[config.mk]
export PLATFORM = sky130hd
export DESIGN_NAME = wb_burst_master
export DESIGN_NICKNAME = d
export VERILOG_FILES = /design/src/rtl/wb_burst_master.sv
export SDC_FILE = /design/constraint.sdc
export NUM_CORES = 1
export LEC_CHECK = 0
export ABC_AREA = 1
export BUFFER_PORTS_ARGS = -buffer_cell sky130_fd_sc_hd__buf_2
export CAP_MARGIN = 20
export CORE_ASPECT_RATIO = 1.75
export CORE_MARGIN = 1.5
export CORE_UTILIZATION = 40
export CTS_CLUSTER_DIAMETER = 200
export CTS_CLUSTER_SIZE = 30
export DETAILED_ROUTE_END_ITERATION = 6
export PLACE_DENSITY = 0.66
export SYNTH_ARGS = -nofsm -noshare
export SYNTH_HDL_FRONTEND = slang
export SYNTH_SLANG_ARGS = --single-unit
[constraint.sdc]
create_clock -name wb_clk -period 5.41 [get_ports wb_clk]
set_input_delay 1.3525 -clock wb_clk [delete_from_list [all_inputs] [get_ports wb_clk]]
set_output_delay 1.3525 -clock wb_clk [all_outputs]
set_load 0.01 [all_outputs]
[src/rtl/wb_burst_master.sv]
`default_nettype none
// ============================================================================
// wb_burst_master : sequences one N-beat read/write command as an
// incrementing Wishbone burst, with per-beat acknowledge timeout.
// Revision: 1.0
// ============================================================================
module wb_burst_master #(
    parameter int APP_AW      = 26,
    parameter int dw          = 32,
    parameter int LEN_W       = 8,
    parameter int TIMEOUT_CYC = 1024
) (
    input  logic              wb_clk,
    input  logic              wb_rst,
    input  logic              cmd_valid,
    output logic              cmd_ready,
    input  logic              cmd_we,
    input  logic [APP_AW-1:0] cmd_addr,
    input  logic [LEN_W-1:0]  cmd_len,
    input  logic [dw/8-1:0]   cmd_sel,
    input  logic              wr_valid,
    output logic              wr_ready,
    input  logic [dw-1:0]     wr_data,
    output logic              rd_valid,
    output logic [dw-1:0]     rd_data,
    output logic              done,
    output logic              err_timeout,
    output logic              wb_cyc,
    output logic              wb_stb,
    output logic              wb_we,
    output logic [dw/8-1:0]   wb_sel,
    output logic [APP_AW-1:0] wb_addr,
    output logic [dw-1:0]     wb_dati,
    output logic [2:0]        wb_cti,
    input  logic              wb_ack,
    input  logic [dw-1:0]     wb_dato
);

    localparam int TW = (TIMEOUT_CYC > 1) ? $clog2(TIMEOUT_CYC) : 1;

    typedef enum logic [1:0] {
        IDLE  = 2'd0,
        WDATA = 2'd1,
        REQ   = 2'd2,
        DONE  = 2'd3
    } state_t;

    state_t              state_q, state_d;
    logic                we_q, we_d;
    logic [APP_AW-1:0]   addr_q, addr_d;
    logic [LEN_W-1:0]    len_q, len_d;
    logic [dw/8-1:0]     sel_q, sel_d;
    logic [LEN_W-1:0]    cnt_q, cnt_d;
    logic [TW-1:0]       to_q, to_d;
    logic                cyc_q, cyc_d;
    logic                stb_q, stb_d;
    logic [dw-1:0]       dati_q, dati_d;
    logic [2:0]          cti_q, cti_d;
    logic [dw-1:0]       rdat_q, rdat_d;
    logic                rval_q, rval_d;
    logic                done_q, done_d;
    logic                err_q, err_d;
    logic [LEN_W-1:0]    cnt_inc;

    // Burst type for beat idx of a len-beat command.
    function automatic logic [2:0] cti_for(input logic [LEN_W-1:0] len,
                                           input logic [LEN_W-1:0] idx);
        if (len == LEN_W'(1))
            return 3'b000;
        else if (idx == len - LEN_W'(1))
            return 3'b111;
        else
            return 3'b010;
    endfunction

    assign cnt_inc = cnt_q + LEN_W'(1);

    always_ff @(posedge wb_clk or posedge wb_rst) begin
        if (wb_rst) begin
            state_q <= IDLE;
            we_q    <= 1'b0;
            addr_q  <= '0;
            len_q   <= '0;
            sel_q   <= '0;
            cnt_q   <= '0;
            to_q    <= '0;
            cyc_q   <= 1'b0;
            stb_q   <= 1'b0;
            dati_q  <= '0;
            cti_q   <= 3'b000;
            rdat_q  <= '0;
            rval_q  <= 1'b0;
            done_q  <= 1'b0;
            err_q   <= 1'b0;
        end else begin
            state_q <= state_d;
            we_q    <= we_d;
            addr_q  <= addr_d;
            len_q   <= len_d;
            sel_q   <= sel_d;
            cnt_q   <= cnt_d;
            to_q    <= to_d;
            cyc_q   <= cyc_d;
            stb_q   <= stb_d;
            dati_q  <= dati_d;
            cti_q   <= cti_d;
            rdat_q  <= rdat_d;
            rval_q  <= rval_d;
            done_q  <= done_d;
            err_q   <= err_d;
        end
    end

    always_comb begin
        state_d = state_q;
        we_d    = we_q;
        addr_d  = addr_q;
        len_d   = len_q;
        sel_d   = sel_q;
        cnt_d   = cnt_q;
        to_d    = to_q;
        cyc_d   = cyc_q;
        stb_d   = stb_q;
        dati_d  = dati_q;
        cti_d   = cti_q;
        rdat_d  = rdat_q;
        rval_d  = 1'b0;
        done_d  = 1'b0;
        err_d   = 1'b0;

        unique case (state_q)
            IDLE: begin
                if (cmd_valid) begin
                    we_d   = cmd_we;
                    addr_d = {cmd_addr[APP_AW-1:2], 2'b00};
                    len_d  = cmd_len;
                    sel_d  = cmd_sel;
                    cnt_d  = '0;
                    to_d   = '0;
                    cti_d  = cti_for(cmd_len, '0);
                    if (cmd_len == '0) begin
                        state_d = DONE;
                        done_d  = 1'b1;
                    end else if (cmd_we) begin
                        state_d = WDATA;
                        cyc_d   = 1'b1;
                    end else begin
                        state_d = REQ;
                        cyc_d   = 1'b1;
                        stb_d   = 1'b1;
                    end
                end
            end
            WDATA: begin
                if (wr_valid) begin
                    dati_d  = wr_data;
                    stb_d   = 1'b1;
                    to_d    = '0;
                    state_d = REQ;
                end
            end
            REQ: begin
                if (wb_ack) begin
                    cnt_d  = cnt_inc;
                    addr_d = addr_q + APP_AW'(4);
                    to_d   = '0;
                    if (!we_q) begin
                        rdat_d = wb_dato;
                        rval_d = 1'b1;
                    end
                    if (cnt_inc == len_q) begin
                        state_d = DONE;
                        done_d  = 1'b1;
                        cyc_d   = 1'b0;
                        stb_d   = 1'b0;
                        cti_d   = 3'b000;
                    end else begin
                        cti_d = cti_for(len_q, cnt_inc);
                        if (we_q) begin
                            state_d = WDATA;
                            stb_d   = 1'b0;
                        end
                    end
                end else if (to_q == TW'(TIMEOUT_CYC - 1)) begin
                    // Abort: drop the remaining beats and go straight back to IDLE.
                    state_d = IDLE;
                    done_d  = 1'b1;
                    err_d   = 1'b1;
                    cyc_d   = 1'b0;
                    stb_d   = 1'b0;
                    cti_d   = 3'b000;
                end else begin
                    to_d = to_q + TW'(1);
                end
            end
            DONE: begin
                state_d = IDLE;
            end
            default: state_d = IDLE;
        endcase
    end

    assign cmd_ready   = (state_q == IDLE);
    assign wr_ready    = (state_q == WDATA);
    assign rd_valid    = rval_q;
    assign rd_data     = rdat_q;
    assign done        = done_q;
    assign err_timeout = err_q;
    assign wb_cyc      = cyc_q;
    assign wb_stb      = stb_q;
    assign wb_we       = we_q;
    assign wb_sel      = sel_q;
    assign wb_addr     = addr_q;
    assign wb_dati     = dati_q;
    assign wb_cti      = cti_q;

endmodule
`default_nettype wire

# Word level (Yosys, flattened, before mapping)
# Index checks and enable logic that the tools add are counted.
# totals
reg_bits	131
latchBits	0
ram_bits	0
rom_bits	0
inputBits	108
out_inout_bits	105
elab_cells	106
n_memories	0
# classes
add_sub_neg	5
mul	0
div	0
n_lt_le_gt_ge	0
n_eq_ne	17
shifts	0
mux	54
bitwise	1
reduce_logical	14
# op_table
operator	count
$mux W26	2
$pmux W26 S2	1
$mux W10	4
$pmux W10 S3	1
$add A26 B3 Y26 const B	1
$mux W3	8
$mux W1	22
$eq A8 B1 Y1 const B	2
$eq A8 B8 Y1	2
$logic_not A8 Y1	2
$mux W2	8
$mux W8	2
$pmux W8 S2	1
$sub A8 B1 Y8 const B	2
$add A10 B1 Y10 const B	1
$eq A10 B10 Y1 const B	1
$ne A2 B2 Y1 const B	5
$ne A3 B3 Y1 const B	3
$reduce_and A3 Y1	3
$add A8 B1 Y8 const B	1
$pmux W2 S4	1
$reduce_and A4 Y1	2
$reduce_and A7 Y1	1
$pmux W3 S2	1
other kinds (11)	14

# Logic depth before layout (Yosys ltp)
# logic_depth
word_depth	7
ltp_mapped	14

# Least setup slack after synthesis
# No wires, ideal clock.
# synth_timing
kind	input to register
startpoint	in cmd_valid
endpoint	reg to_q[2]
setup_time_ps	94
t_arrival_ps	2250
required_ps	5316
slack_ps	3067
path_stages	9
path_buffers	1
cell_sequence	inv_1 nand2_1 nand2_1 nor2_1 inv_1 nor2_2 buf_6 nand2_1 a221oi_2
# synth_between
elab_chain_len	2
# synth_rtl
item	line_no	rtl
from (decl)	15	input logic cmd_valid,
$ne A2 B2 Y1 (no source line)	--	
$reduce_and A4 Y1 (no source line)	--	
to (signal assigned)	102	to_q <= to_d;
to (decl)	54	logic [TW-1:0] to_q, to_d;
# No other way between the ends.
# A chain may end at the register's enable or synchronous reset.

# Worst setup path after layout
# layout_timing
startpoint	reg state_q[1]
endpoint	reg addr_q[9], in the netlist wb_addr[9]
# layout_between
elab_chain_len	3
elab_cells_between_ends	7
# layout_rtl
item	line_no	rtl
from (decl)	48	state_t state_q, state_d;
from (signal assigned)	96	state_q <= state_d;
$eq A2 B2 Y1 or $logic_not A2 Y1 (tied branches)	131	unique case (state_q)
$ne A2 B2 Y1 (no source line) or $reduce_bool A2 Y1 (tied branches)	--	
$reduce_and A3 Y1 (no source line)	--	
to (signal assigned)	98	addr_q <= addr_d;
to (decl)	50	logic [APP_AW-1:0] addr_q, addr_d;
# Parallel ways exist; a longest one is shown, timed or not.

==> flow_metrics.env <==
export IMPL_status="completed"
export IMPL_die_h_um=171
export IMPL_use_met3_pct=3.78
export IMPL_grt_overflow_total=0
export IMPL_cp_depth=9
export IMPL_cts_buffers=17
export IMPL_wl_per_cell_um=15.0
export IMPL_clock_skew_ps=14.1
export IMPL_routed_wl_mm=18.0
export IMPL_met2_usage_pct=38.9
export IMPL_crit_buf_inv=3
export IMPL_drv_slew=0
export IMPL_drc=0
export IMPL_synth_fa_ha_area_share_pct=0.965
export IMPL_tightest_slew_ps=912
export IMPL_p_comb_share_pct=41.1
export IMPL_synthSimpleGateAreaFrac_pct=27.9
export IMPL_fp_coreArea_um2=15900
export IMPL_ys_types=38
export IMPL_finalHoldViolations=0
export IMPL_synthFlopType="dfrtp_1"
export IMPL_clockBufferDepth=2
export IMPL_ant_nets=0
export IMPL_syn_inst=796
export IMPL_ys_ff_latch=128
export IMPL_busiest_layer="met2"
export IMPL_grt_first_pass_wirelength_mm=28.0
export IMPL_cts_tree="built"
export IMPL_internal_power_uw=2810
export IMPL_hold_class="flop to flop"
export IMPL_syn_area_um2=6490
export IMPL_place_area_um2=7670
export IMPL_ir_drop_uv=277
export IMPL_routabilityCongestion=0.823
export IMPL_rsz0062_at_grt="false"
export IMPL_path_clk_slew_ps=60
export IMPL_num_nets_final=1115
export IMPL_final_area_um2=8270
export IMPL_grt_max_degree=129
export IMPL_final_cell_mix="nand2_1 (266), buf_2 (208), dfrtp_1 (128)"
export IMPL_dieArea_um2=17000
export IMPL_path_common_cell="inv_2"
export IMPL_cts_hold_buffers=0
export IMPL_crit_chain="inv_2 -> nor2_4 -> inv_2 -> nor2_4 -> nor2_2 -> inv_2 -> o21ai_0 -> o21ai_0 -> a22oi_1"
export IMPL_max_slew_margin_pct=39.0
export IMPL_synth_top_family_by_area="simple AND/OR/NAND/NOR gates"
export IMPL_synth_edf_count=0
export IMPL_via_count=6026
export IMPL_synth_async_reset_ratio_pct=100
export IMPL_critPathKind="flop to flop"
export IMPL_maxCapViolCount=0
export IMPL_cts_resized=0
export IMPL_leakagePower_uw=0.00436
export IMPL_clkSinkCount=128
export IMPL_ys_warn_count=0
export IMPL_clk_latency_ps=420
export IMPL_drt_iter0_drc=215
export IMPL_boundaryPins=213
export IMPL_start_kind="flop"
export IMPL_cp_end_kind="flop"
export IMPL_synthMuxAreaShare_pct=5.56
export IMPL_synth_compound_area_share_pct=7.18
export IMPL_post_cts_repair_setup_buffers=0
export IMPL_crit_slowest_cell="nor2_4"
export IMPL_setup_viol=0
export IMPL_grt_pass1_vias=5708
export IMPL_seq_power_share_pct=34.4
export IMPL_max_stage_delay_ps=670
export IMPL_globalRouteMet1Util_pct=23.3
export IMPL_clock_power_share_pct=24.5
export IMPL_fin_crit_sh_pct=61.0
export IMPL_seq_area_frac_synth_pct=49.4
export IMPL_cp_top_family="simple AND/OR/NAND/NOR gates"
export IMPL_swShare_pct=42.3
export IMPL_critPathArrivalTime_ps=3560
export IMPL_path_max_fanout=42
export IMPL_cts_htree_levels=4
export IMPL_p_sw_uw=2060
export IMPL_drt_vias_per_instance=5.00
export IMPL_area_growth_syn_to_layout_pct=27.6
export IMPL_min_path_cells=2
export IMPL_final_common_cell="nand2_1"
export IMPL_fmax_mhz=303
export IMPL_dr_pass1_iters=7
export IMPL_die_x_um=99.3
export IMPL_io_buffers=208
export IMPL_r2r_cells=9
export IMPL_grt_usage_pct=21.0
export IMPL_fin_crit_ps=3300
export IMPL_postSynthAreaPerCell_um2=8.15
export IMPL_drive_gt1_share_pct=26.8
export IMPL_initial_core_util_pct=40.9
export IMPL_fin_tns_setup_ps=0
export IMPL_worst_ep_required_time_ps=5670
export IMPL_synth_xor_area_share_pct=2.03
export IMPL_power_density_nw_per_um2=589
export IMPL_antenna_found_initial=0
export IMPL_cts_root_buf="clkbuf_16"
export IMPL_dp_hpwl_mm=12.8
export IMPL_fp_row_count=61
cells by family after synthesis:
logic type,Yosys count
flops,128
simple gates,421
other cells,1
buf+inv,110
mux,32
xor+xnor,15
fa+ha+maj,5
compound gates,84
routing by layer:
layer | vias up | share of wire [%]
met3 | 27 | 3.9
met1 | 2836 | 39
met5 | - | 0
li1 | 2995 | -
met2 | 168 | 55
met4 | 0 | 2.2
cell type report:
class                           count  area, um2
Multi-Input combinational cell    559       2840
Clock inverter                     14        170
Tap cell                          189        236
Inverter                           85        322
Clock buffer                       18        429
Timing Repair Buffer              211       1080
Sequential cell                   128       3200
Antenna cell                        1       2.50
Fill cell                        1579       7600
worst paths after layout:
path,endpoint,slack [ps],from
setup reg to reg,wb_addr[9],2110,state_q[1]
min in group asynchronous,rd_data[23],1100,wb_rst
max in group asynchronous,wb_addr[7],3790,wb_rst
hold / removal,rd_data[3],460,rd_data[3]
setup / recovery,wb_addr[9],2110,state_q[1]
hold reg to reg,rd_data[3],460,rd_data[3]
power groups by stage:
stage | logic, uW | clock network, uW | registers [uW]
6_report | 2000 | 1190 | 1680
4_1_cts | 2020 | 1210 | 1670
3_3_place_gp | 1980 | 0 | 1670
2_1_floorplan | 1150 | 0 | 1810
5_1_grt | 2250 | 1250 | 1740
3_5_place_dp | 2010 | 0 | 1690
synthesized netlist by cell type, types with 12 or more instances:
master,count,area [um2]
a21oi_1,16,80.1
buf_2,13,65.1
dfrtp_1,128,3200
inv_1,75,282
mux2_1,30,338
nand2_1,266,998
nand3_1,58,290
nand4_1,16,100
nor2_1,46,173
nor3_1,13,65.1
o21ai_0,30,150
o21ai_1,17,85.1
xor2_1,12,105
through the flow:
| stage | instances | total power, uW | utilization [%] | worst slack, ps | hold slack (ps) |
|---|---|---|---|---|---|
| after floorplan | 797 | 2960 | - | 645 | 491 |
| final | 1205 | 4870 | 52.1 | 2110 | 464 |
| after detailed placement | 1172 | 3700 | 48.3 | 1710 | 453 |
| after global routing | 1204 | 5240 | 52.1 | 1760 | 488 |
| after CTS | 1204 | 4910 | 52.1 | 2090 | 468 |
| after global placement | 1172 | 3650 | 48.3 | 1700 | 449 |
worst register-to-register path: cells and delay by family, from the launching register on:
| kind | cells | cell delay, ps |
|---|---|---|
| simple gates | 3 | 1160 |
| buf+inv | 3 | 1150 |
| compound gates | 3 | 400 |
| flops | 1 | 420 |
flip-flops by register name, summed over array words and instances, names as in the netlist, 2 cells and up:
signal and cells:
wb_dati 32, wb_sel 4, to_q 10, state_q 2
wb_addr 24, len_q 8, rd_data 32, wb_cti 2
cnt_q 8
(Power assumes the default switching activity.)
